==> src/rtl/rv_decode_exec_if.sv <==
// Bus between fetch/register file and the decode/execute block.
// The master side supplies instruction, PC and register operands; the slave side returns decoded control and ALU results.
interface rv_decode_exec_if #(
  parameter int AWIDTH = 32,
  parameter int DWIDTH = 32
);
  logic [31:0]       insn_i;
  logic [AWIDTH-1:0] pc_i;
  logic [DWIDTH-1:0] rs1data_i;
  logic [DWIDTH-1:0] rs2data_i;

  logic [AWIDTH-1:0] pc_o;
  logic [31:0]       insn_o;
  logic [6:0]        opcode_o;
  logic [4:0]        rd_o;
  logic [2:0]        funct3_o;
  logic [4:0]        rs1_o;
  logic [4:0]        rs2_o;
  logic [6:0]        funct7_o;
  logic [4:0]        shamt_o;
  logic [31:0]       imm_o;
  logic              pcsel_o;
  logic              immsel_o;
  logic              regwren_o;
  logic              rs1sel_o;
  logic              rs2sel_o;
  logic              memren_o;
  logic              memwren_o;
  logic [1:0]        wbsel_o;
  logic [3:0]        alusel_o;
  logic [DWIDTH-1:0] res_o;
  logic              brtaken_o;

  modport master (
    output insn_i, pc_i, rs1data_i, rs2data_i,
    input  pc_o, insn_o, opcode_o, rd_o, funct3_o, rs1_o, rs2_o, funct7_o, shamt_o,
    input  imm_o, pcsel_o, immsel_o, regwren_o, rs1sel_o, rs2sel_o, memren_o, memwren_o,
    input  wbsel_o, alusel_o, res_o, brtaken_o
  );

  modport slave (
    input  insn_i, pc_i, rs1data_i, rs2data_i,
    output pc_o, insn_o, opcode_o, rd_o, funct3_o, rs1_o, rs2_o, funct7_o, shamt_o,
    output imm_o, pcsel_o, immsel_o, regwren_o, rs1sel_o, rs2sel_o, memren_o, memwren_o,
    output wbsel_o, alusel_o, res_o, brtaken_o
  );
endinterface

==> src/rtl/rv_decode_exec.sv <==
// RV32I decode/control/execute: registers instruction and PC, then decodes and executes combinationally.
// One instruction per cycle, no stall; outputs follow the registered state with zero added latency.
module rv_decode_exec #(
  parameter int AWIDTH = 32,
  parameter int DWIDTH = 32
) (
  input logic            clk,
  input logic            rst,
  rv_decode_exec_if.slave bus
);

  localparam logic [6:0] OP_R      = 7'b0110011;
  localparam logic [6:0] OP_IMM    = 7'b0010011;
  localparam logic [6:0] OP_LOAD   = 7'b0000011;
  localparam logic [6:0] OP_STORE  = 7'b0100011;
  localparam logic [6:0] OP_BRANCH = 7'b1100011;
  localparam logic [6:0] OP_JAL    = 7'b1101111;
  localparam logic [6:0] OP_JALR   = 7'b1100111;
  localparam logic [6:0] OP_LUI    = 7'b0110111;
  localparam logic [6:0] OP_AUIPC  = 7'b0010111;

  typedef enum logic [3:0] {
    ALU_ADD  = 4'd0,
    ALU_SUB  = 4'd1,
    ALU_SLL  = 4'd2,
    ALU_SLT  = 4'd3,
    ALU_SLTU = 4'd4,
    ALU_XOR  = 4'd5,
    ALU_SRL  = 4'd6,
    ALU_SRA  = 4'd7,
    ALU_OR   = 4'd8,
    ALU_AND  = 4'd9,
    ALU_PASS = 4'd10
  } alu_op_e;

  logic [AWIDTH-1:0] pc_q;
  logic [31:0]       insn_q;

  always_ff @(posedge clk) begin
    if (rst) begin
      pc_q   <= '0;
      insn_q <= '0;
    end else begin
      pc_q   <= bus.pc_i;
      insn_q <= bus.insn_i;
    end
  end

  logic [6:0] opcode;
  logic [2:0] funct3;
  logic [6:0] funct7;

  assign opcode = insn_q[6:0];
  assign funct3 = insn_q[14:12];
  assign funct7 = insn_q[31:25];

  assign bus.pc_o     = pc_q;
  assign bus.insn_o   = insn_q;
  assign bus.opcode_o = opcode;
  assign bus.rd_o     = insn_q[11:7];
  assign bus.funct3_o = funct3;
  assign bus.rs1_o    = insn_q[19:15];
  assign bus.rs2_o    = insn_q[24:20];
  assign bus.funct7_o = funct7;
  assign bus.shamt_o  = insn_q[24:20];

  logic [31:0] imm;

  always_comb begin
    imm = '0;
    unique case (opcode)
      OP_IMM, OP_LOAD, OP_JALR: imm = {{20{insn_q[31]}}, insn_q[31:20]};
      OP_STORE:                 imm = {{20{insn_q[31]}}, insn_q[31:25], insn_q[11:7]};
      OP_BRANCH:                imm = {{19{insn_q[31]}}, insn_q[31], insn_q[7], insn_q[30:25],
                                       insn_q[11:8], 1'b0};
      OP_LUI, OP_AUIPC:         imm = {insn_q[31:12], 12'b0};
      OP_JAL:                   imm = {{11{insn_q[31]}}, insn_q[31], insn_q[19:12], insn_q[20],
                                       insn_q[30:21], 1'b0};
      default:                  imm = '0;
    endcase
  end

  assign bus.imm_o = imm;

  logic    pcsel, immsel, regwren, rs1sel, rs2sel, memren, memwren, known;
  logic [1:0] wbsel;
  alu_op_e alusel;
  alu_op_e arith_op;

  // Register and immediate arithmetic share the funct3 map; only the SUB/SRA override differs.
  always_comb begin
    arith_op = ALU_ADD;
    unique case (funct3)
      3'b000: arith_op = (opcode == OP_R && funct7[5]) ? ALU_SUB : ALU_ADD;
      3'b001: arith_op = ALU_SLL;
      3'b010: arith_op = ALU_SLT;
      3'b011: arith_op = ALU_SLTU;
      3'b100: arith_op = ALU_XOR;
      3'b101: arith_op = funct7[5] ? ALU_SRA : ALU_SRL;
      3'b110: arith_op = ALU_OR;
      3'b111: arith_op = ALU_AND;
      default: arith_op = ALU_ADD;
    endcase
  end

  always_comb begin
    pcsel   = 1'b0;
    immsel  = 1'b0;
    regwren = 1'b0;
    rs1sel  = 1'b0;
    rs2sel  = 1'b0;
    memren  = 1'b0;
    memwren = 1'b0;
    wbsel   = 2'd0;
    alusel  = ALU_ADD;
    known   = 1'b1;
    unique case (opcode)
      OP_R:      begin regwren = 1'b1; alusel = arith_op; end
      OP_IMM:    begin regwren = 1'b1; immsel = 1'b1; rs2sel = 1'b1; alusel = arith_op; end
      OP_LOAD:   begin regwren = 1'b1; memren = 1'b1; immsel = 1'b1; rs2sel = 1'b1; wbsel = 2'd1; end
      OP_STORE:  begin memwren = 1'b1; immsel = 1'b1; rs2sel = 1'b1; end
      OP_BRANCH: begin pcsel = 1'b1; immsel = 1'b1; rs1sel = 1'b1; rs2sel = 1'b1; end
      OP_JAL:    begin
        pcsel = 1'b1; regwren = 1'b1; immsel = 1'b1; rs1sel = 1'b1; rs2sel = 1'b1; wbsel = 2'd2;
      end
      OP_JALR:   begin pcsel = 1'b1; regwren = 1'b1; immsel = 1'b1; rs2sel = 1'b1; wbsel = 2'd2; end
      OP_LUI:    begin regwren = 1'b1; immsel = 1'b1; rs2sel = 1'b1; alusel = ALU_PASS; end
      OP_AUIPC:  begin regwren = 1'b1; immsel = 1'b1; rs1sel = 1'b1; rs2sel = 1'b1; end
      default:   known = 1'b0;
    endcase
  end

  assign bus.pcsel_o   = pcsel;
  assign bus.immsel_o  = immsel;
  assign bus.regwren_o = regwren;
  assign bus.rs1sel_o  = rs1sel;
  assign bus.rs2sel_o  = rs2sel;
  assign bus.memren_o  = memren;
  assign bus.memwren_o = memwren;
  assign bus.wbsel_o   = wbsel;
  assign bus.alusel_o  = alusel;

  logic [DWIDTH-1:0] op1, op2, alu;

  assign op1 = rs1sel ? pc_q : bus.rs1data_i;
  assign op2 = rs2sel ? imm  : bus.rs2data_i;

  always_comb begin
    alu = '0;
    unique case (alusel)
      ALU_ADD:  alu = op1 + op2;
      ALU_SUB:  alu = op1 - op2;
      ALU_SLL:  alu = op1 << op2[4:0];
      ALU_SLT:  alu = {{(DWIDTH-1){1'b0}}, $signed(op1) < $signed(op2)};
      ALU_SLTU: alu = {{(DWIDTH-1){1'b0}}, op1 < op2};
      ALU_XOR:  alu = op1 ^ op2;
      ALU_SRL:  alu = op1 >> op2[4:0];
      ALU_SRA:  alu = $unsigned($signed(op1) >>> op2[4:0]);
      ALU_OR:   alu = op1 | op2;
      ALU_AND:  alu = op1 & op2;
      ALU_PASS: alu = op2;
      default:  alu = '0;
    endcase
  end

  always_comb begin
    bus.res_o = '0;
    if (known) begin
      bus.res_o = (opcode == OP_JALR) ? {alu[DWIDTH-1:1], 1'b0} : alu;
    end
  end

  // Branch compare always uses the register operands, never the PC/immediate muxes.
  always_comb begin
    bus.brtaken_o = 1'b0;
    if (opcode == OP_BRANCH) begin
      unique case (funct3)
        3'b000:  bus.brtaken_o = (bus.rs1data_i == bus.rs2data_i);
        3'b001:  bus.brtaken_o = (bus.rs1data_i != bus.rs2data_i);
        3'b100:  bus.brtaken_o = ($signed(bus.rs1data_i) <  $signed(bus.rs2data_i));
        3'b101:  bus.brtaken_o = ($signed(bus.rs1data_i) >= $signed(bus.rs2data_i));
        3'b110:  bus.brtaken_o = (bus.rs1data_i <  bus.rs2data_i);
        3'b111:  bus.brtaken_o = (bus.rs1data_i >= bus.rs2data_i);
        default: bus.brtaken_o = 1'b0;
      endcase
    end
  end

endmodule

==> src/flat_wrapper.sv <==
// flat-port wrapper written by rule: the top's interface ports become plain ports
module rv_decode_exec_flat 
#(
  parameter int AWIDTH = 32,
  parameter int DWIDTH = 32
)
  (clk, rst, bus_insn_i, bus_pc_i, bus_rs1data_i, bus_rs2data_i, bus_pc_o, bus_insn_o, bus_opcode_o, bus_rd_o, bus_funct3_o, bus_rs1_o, bus_rs2_o, bus_funct7_o, bus_shamt_o, bus_imm_o, bus_pcsel_o, bus_immsel_o, bus_regwren_o, bus_rs1sel_o, bus_rs2sel_o, bus_memren_o, bus_memwren_o, bus_wbsel_o, bus_alusel_o, bus_res_o, bus_brtaken_o);
  rv_decode_exec_if #(.AWIDTH(AWIDTH), .DWIDTH(DWIDTH)) bus_i ();
  input logic clk;
  input logic rst;
  input wire logic [$bits(bus_i.insn_i)-1:0] bus_insn_i;
  input wire logic [$bits(bus_i.pc_i)-1:0] bus_pc_i;
  input wire logic [$bits(bus_i.rs1data_i)-1:0] bus_rs1data_i;
  input wire logic [$bits(bus_i.rs2data_i)-1:0] bus_rs2data_i;
  output wire logic [$bits(bus_i.pc_o)-1:0] bus_pc_o;
  output wire logic [$bits(bus_i.insn_o)-1:0] bus_insn_o;
  output wire logic [$bits(bus_i.opcode_o)-1:0] bus_opcode_o;
  output wire logic [$bits(bus_i.rd_o)-1:0] bus_rd_o;
  output wire logic [$bits(bus_i.funct3_o)-1:0] bus_funct3_o;
  output wire logic [$bits(bus_i.rs1_o)-1:0] bus_rs1_o;
  output wire logic [$bits(bus_i.rs2_o)-1:0] bus_rs2_o;
  output wire logic [$bits(bus_i.funct7_o)-1:0] bus_funct7_o;
  output wire logic [$bits(bus_i.shamt_o)-1:0] bus_shamt_o;
  output wire logic [$bits(bus_i.imm_o)-1:0] bus_imm_o;
  output wire logic [$bits(bus_i.pcsel_o)-1:0] bus_pcsel_o;
  output wire logic [$bits(bus_i.immsel_o)-1:0] bus_immsel_o;
  output wire logic [$bits(bus_i.regwren_o)-1:0] bus_regwren_o;
  output wire logic [$bits(bus_i.rs1sel_o)-1:0] bus_rs1sel_o;
  output wire logic [$bits(bus_i.rs2sel_o)-1:0] bus_rs2sel_o;
  output wire logic [$bits(bus_i.memren_o)-1:0] bus_memren_o;
  output wire logic [$bits(bus_i.memwren_o)-1:0] bus_memwren_o;
  output wire logic [$bits(bus_i.wbsel_o)-1:0] bus_wbsel_o;
  output wire logic [$bits(bus_i.alusel_o)-1:0] bus_alusel_o;
  output wire logic [$bits(bus_i.res_o)-1:0] bus_res_o;
  output wire logic [$bits(bus_i.brtaken_o)-1:0] bus_brtaken_o;
  assign bus_i.insn_i = bus_insn_i;
  assign bus_i.pc_i = bus_pc_i;
  assign bus_i.rs1data_i = bus_rs1data_i;
  assign bus_i.rs2data_i = bus_rs2data_i;
  assign bus_pc_o = bus_i.pc_o;
  assign bus_insn_o = bus_i.insn_o;
  assign bus_opcode_o = bus_i.opcode_o;
  assign bus_rd_o = bus_i.rd_o;
  assign bus_funct3_o = bus_i.funct3_o;
  assign bus_rs1_o = bus_i.rs1_o;
  assign bus_rs2_o = bus_i.rs2_o;
  assign bus_funct7_o = bus_i.funct7_o;
  assign bus_shamt_o = bus_i.shamt_o;
  assign bus_imm_o = bus_i.imm_o;
  assign bus_pcsel_o = bus_i.pcsel_o;
  assign bus_immsel_o = bus_i.immsel_o;
  assign bus_regwren_o = bus_i.regwren_o;
  assign bus_rs1sel_o = bus_i.rs1sel_o;
  assign bus_rs2sel_o = bus_i.rs2sel_o;
  assign bus_memren_o = bus_i.memren_o;
  assign bus_memwren_o = bus_i.memwren_o;
  assign bus_wbsel_o = bus_i.wbsel_o;
  assign bus_alusel_o = bus_i.alusel_o;
  assign bus_res_o = bus_i.res_o;
  assign bus_brtaken_o = bus_i.brtaken_o;
  rv_decode_exec #(.AWIDTH(AWIDTH), .DWIDTH(DWIDTH)) u_core (.clk(clk), .rst(rst), .bus(bus_i));
endmodule
==> config.mk <==
export PLATFORM = sky130hd
export DESIGN_NAME = rv_decode_exec_flat
export DESIGN_NICKNAME = d
export VERILOG_FILES = /design/src/rtl/rv_decode_exec_if.sv /design/src/rtl/rv_decode_exec.sv /design/src/flat_wrapper.sv
export SDC_FILE = /design/constraint.sdc
export NUM_CORES = 1
export LEC_CHECK = 0
export CAP_MARGIN = 5
export CORE_MARGIN = 5
export CORE_UTILIZATION = 54
export CTS_BUF_LIST = sky130_fd_sc_hd__clkbuf_8
export DETAILED_ROUTE_END_ITERATION = 6
export GPL_ROUTABILITY_DRIVEN = 1
export GPL_TIMING_DRIVEN = 0
export MAX_ROUTING_LAYER = met4
export PLACE_DENSITY = 0.95
export SLEW_MARGIN = 20
export SYNTH_ARGS = -nofsm -noshare
export SYNTH_HDL_FRONTEND = slang
export SYNTH_SLANG_ARGS = --single-unit
export TNS_END_PERCENT = 1
==> constraint.sdc <==
create_clock -name clk -period 6.26 [get_ports clk]
set_input_delay 0.626 -clock clk [delete_from_list [all_inputs] [get_ports clk]]
set_output_delay 0.626 -clock clk [all_outputs]
set_load 0.03 [all_outputs]
==> results of run 1 <==
Yosys cell counts (all sizes together) (37+ instances only):
cell type and count:
nor2 150, a21oi 134, inv 132, ha 130, nand2 129, o21ai 129
mux2i 116, buf 87, clkbuf 85, nor2b 83, dfxtp 64, a21o 58
o211ai 57, nand3 51, mux2 47, nor3 47, a31oi 37
metal layers:
metal  overflow  global-route usage
met4         34               0.685
met3         10               0.669
met1          4               0.684
met5          -                   -
met2         29               0.840
stage by stage:
stage	instances	TNS [ns]	util	worst slack, ns	hold WS, ns
2_1_floorplan	1929	0	-	0.289	0.754
3_3_place_gp	2566	-12.65	0.688	-0.971	1.05
3_5_place_dp	2567	-14.86	0.688	-1.08	1.07
4_1_cts	2580	-0.461	0.711	-0.124	0.671
cell families after synthesis:
logic type	share of synthesized area
compound gates	0.319
xor+xnor	0.00946
fa+ha+maj	0.120
buf+inv	0.104
flops	0.0923
mux	0.140
simple gates	0.214
repair_timing:
item                                    CTS
endpoints found under the setup margin   29
resized for setup                       136
buffers inserted                          2
pin swaps                                 2
==> run_results.csv, run 1 <==
group,metric,value,unit
status,status,"aborted with a tool error",
status,lastStage,"global routing (5_1_grt)",
status,error_line,"[ERROR GRT-0232] Routing congestion too high. Check the congestion heatmap in the GUI.",
logic_synthesis,async_flop_share,0,
placement,placed_area,17400,µm²
logic_synthesis,synth_cells,1929,
global_route,overflow,77,
logic_synthesis,synth_area,13900,µm²
die,row_count,58,
logic_synthesis,yosysTopAreaCell,"ha_1",
placement,dp.final_hpwl,59.0,mm
die,die_width,170,µm
timing,worst-ep-kind,"output port",
logic_synthesis,synthTopCellsByArea,"ha_1 12%, dfxtp_1 9.2%, mux2i_1 7.1%, a21oi_1 4.8%, o21ai_0 4.4%",
clock_network,cts_max_level,3,
logic_synthesis,synth_nets,2191,
logic_synthesis,ys_seq_elements,64,
logic_synthesis,synth_top_area_share,0.117,
logic_synthesis,syn_area_per_cell,7.20,µm²
clock_network,hold_buffers,0,
logic_synthesis,synth_edf_count,0,
die,floorplan.initialDensity,0.550,
clock_network,numCtsBuffers,9,
clock_network,clockBufferDepth,2,
clock_network,cts_root_buf,"clkbuf_8",
logic_synthesis,synth_cell_type_count,99,
global_route,grt_max_degree,21,
timing,grt_repair_worst_endpoint,"bus_res_o[24]",
die,die_h,170,µm
placement,routabilityCongestion,1.63,
placement,io_buffers,307,
clock_network,cts.sinks,64,
die,io_pins,309,
logic_synthesis,synth.yosys.warnings,0,
global_route,grtUsageTotal,0.726,
logic_synthesis,ys.flop_type,"dfxtp_1",
logic_synthesis,synth_seq_area_share,0.0923,
==> inputs of run 2 (changes only) <==
--- a/config.mk
+++ b/config.mk
@@ -7,13 +7,11 @@
 export LEC_CHECK = 0
 export CAP_MARGIN = 5
 export CORE_MARGIN = 5
-export CORE_UTILIZATION = 54
-export CTS_BUF_LIST = sky130_fd_sc_hd__clkbuf_8
+export CORE_UTILIZATION = 40
 export DETAILED_ROUTE_END_ITERATION = 6
 export GPL_ROUTABILITY_DRIVEN = 1
 export GPL_TIMING_DRIVEN = 0
-export MAX_ROUTING_LAYER = met4
-export PLACE_DENSITY = 0.95
+export PLACE_DENSITY_LB_ADDON = 0.15
 export SLEW_MARGIN = 20
 export SYNTH_ARGS = -nofsm -noshare
 export SYNTH_HDL_FRONTEND = slang
==> run 2 against run 1 <==
Net effect: the flow now finishes, with violations (design-rule violations, negative setup slack); synthesized area is the same; synthesized cell count stayed put.
==> run_results.csv, run 2 <==
group,metric,value,unit
placement,io_buffers,307,
drt,wl_per_cell,33.3,µm
setup_path,crit_type,"flop to output pin",
pwr,pwr-share-clk,0.218,
timing,max_freq,155,MHz
drt,vias_per_cell,6.83,
status,status,"complete, but fails checks",
placement,post-place-ws,-1.51,ns
pwr,p_switching,1.25,mW
die,die-area,38500,µm²
timing,min_period_over_period,1.03,
clock_network,cts.sinks,64,
logic_synthesis,synth_cell_type_count,99,
timing,fin_ws,-0.201,ns
global_route,overflow,0,
global_route,grt_pass1_vias,18149,
clock_network,cts_root_buf,"clkbuf_16",
placement,dp.final_hpwl,72.8,mm
pwr,p_int,1.36,mW
timing,drv_slew,0,
cells_and_area,syn2layout_area_growth,34.6,%
logic_synthesis,ys_seq_elements,64,
setup_path,cp-start-kind,"flop",
cells_and_area,final_nets,2527,
die,floorplan.initialDensity,0.404,
drt,drcViolationCount,1,
logic_synthesis,synth_seq_area_share,0.0923,
placement,routabilityCongestion,1.11,
cells_and_area,drive_gt1_frac,0.147,
cells_and_area,design_area,18700,µm²
cells_and_area,nFillCells,3273,
logic_synthesis,ys.flop_type,"dfxtp_1",
cells_and_area,final-seq-area,1280,µm²
global_route,grt_max_degree,20,
global_route,grt_pass1_wl,127,mm
pwr,seqPwrFrac,0.178,
timing,setup_violations,15,
pwr,ir_drop,0.207,mV
worst_hold_path,hold_class,"primary input to flop",
clock_network,numCtsBuffers,9,
clock_network,cts_max_level,3,
logic_synthesis,synth_nets,2191,
cells_and_area,final_cell_mix,"283 x clkdlybuf4s50_1, 144 x nor2_1, 127 x nand2_1",
clock_network,cts.clk_slew.worst_paths,0.07,ns
drt,wl,90.7,mm
logic_synthesis,synth_edf_count,0,
clock_network,cts_tree,"done",
global_route,grt_antenna_before_repair,2,
cells_and_area,multi_input_area,11700,µm²
setup_path,end_kind,"output pin",
logic_synthesis,async_flop_share,0,
drt,vias,18613,
die,core_area,34400,µm²
cells_and_area,final_util,0.544,
pwr,power_density,139,nW/µm²
global_route,grtUsageTotal,0.444,
logic_synthesis,yosysTopAreaCell,"ha_1",
drt,drtAntennaViolNets,0,
die,die_width,196,µm
pwr,p_sw_frac,0.479,
run,maxCapViolations,0,
die,io_pins,309,
logic_synthesis,synth_cells,1929,
setup_path,cp.required,5.63,ns
setup_path,cp.arrival,5.83,ns
timing,slew_headroom,0.132,
logic_synthesis,syn_area_per_cell,7.20,µm²
logic_synthesis,synth.yosys.warnings,0,
setup_path,crit_path_max_fanout,10,
timing,setup_tns,-1.75,ns
drt,drt_iter0_drc,2875,
pwr,total_power,2.61,mW
die,row_count,68,
timing,worst_slew_pin_slew,1.30,ns
timing,fin_crit,6.46,ns
placement,placed_area,17600,µm²
pwr,pwr-share-comb,0.604,
timing,final-hold-violation-count,0,
drt,drt_first_pass_iters,7,
timing,rsz0062_at_grt,"yes",
clock_network,clockBufferDepth,2,
logic_synthesis,synth_commonest_cells,"147 x nor2_1, 133 x a21oi_1, 130 x ha_1",
logic_synthesis,synthTopCellsByArea,"ha_1 12%, dfxtp_1 9.2%, mux2i_1 7.1%, a21oi_1 4.8%, o21ai_0 4.4%",
logic_synthesis,yosysMostFrequentCell,"nor2_1",
status,violations,"design-rule violations, negative setup slack",
die,die_h,196,µm
logic_synthesis,synth_top_area_share,0.117,
pwr,p_leak,7.93,nW
cells_and_area,final_common_cell,"clkdlybuf4s50_1",
logic_synthesis,synth_area,13900,µm²
==> run 2: cell counts after synthesis <==
No cell type changed its count.
==> run 2: kinds of logic after synthesis <==
| family | count (synthesis) | synth area share |
|---|---|---|
| AO/OA/AOI/OAI | 651 | 0.319 |
| flip-flops | 64 | 0.0923 |
| adder cells (fa/ha/maj) | 132 | 0.120 |
| XOR/XNOR | 15 | 0.00946 |
| buffers and inverters | 308 | 0.104 |
| multiplexers | 168 | 0.140 |
| AND/OR/NAND/NOR | 591 | 0.214 |
==> run 2: power groups by stage <==
| stage | Combinational [mW] | Clock, mW | Sequential, mW |
|---|---|---|---|
| floorplan | 0.814 | 0 | 0.500 |
| global placement | 1.41 | 0 | 0.467 |
| detailed placement | 1.41 | 0 | 0.467 |
| CTS | 1.47 | 0.568 | 0.461 |
| global route | 1.62 | 0.590 | 0.464 |
| finish | 1.57 | 0.569 | 0.463 |
==> run 2: repair_timing <==
item | in CTS | in global routing
endpoints found under the setup margin | 29 | 27
hold buffers | 0 | 0
resized for setup | 167 | 76
pin swaps | 8 | 11
buffers inserted | 18 | 14
==> run 2: worst max-delay path, stage by stage (launching register included) <==
cell	delay, ns
dfxtp_1	0.66
o21ai_0	0.22
a221oi_2	1.09
nand2_1	0.63
clkinv_1	0.48
buf_1	0.74
o221ai_1	0.32
o211ai_1	0.35
nand3_1	0.13
o211ai_1	0.13
clkdlybuf4s50_1	0.70
==> run 2: through the flow <==
stage	hold WS [ns]	cells
floorplan	0.754	1929
global placement	1.09	2691
detailed placement	1.09	2692
CTS	0.739	2712
global route	0.755	2726
finish	0.732	2726
==> run 2: area by class of cell <==
| cell class | count | area share |
|---|---|---|
| flip-flops and latches | 64 | 0.0687 |
| inverters | 136 | 0.0286 |
| clock buffers | 9 | 0.0120 |
| plain buffers | 157 | 0.0519 |
| diodes | 1 | 0.000134 |
| clock inverters | 7 | 0.00549 |
| multi-input cells | 1557 | 0.625 |
| repair buffers | 340 | 0.178 |
| well taps | 455 | 0.0304 |
==> run 2: metal layers <==
layer | vias to the layer above | global-route usage | share of wire
met2 | 1588 | 0.681 | 0.43
li1 | 7791 | - | -
met3 | 374 | 0.152 | 0.13
met5 | - | 0 | 0.000088
met1 | 8858 | 0.535 | 0.36
met4 | 2 | 0.274 | 0.078
==> run 2: path summary, 6_finish.rpt <==
path | start | end | slack, ns | cells after the start
worst max-delay path | u_core.bus.insn_o[30]$_SDFF_PP0_ | bus_res_o[1] | -0.20 | 10
worst min-delay path | rst | u_core.bus.insn_o[7]$_SDFF_PP0_ | 0.73 | 2
(Power assumes the default switching activity.)
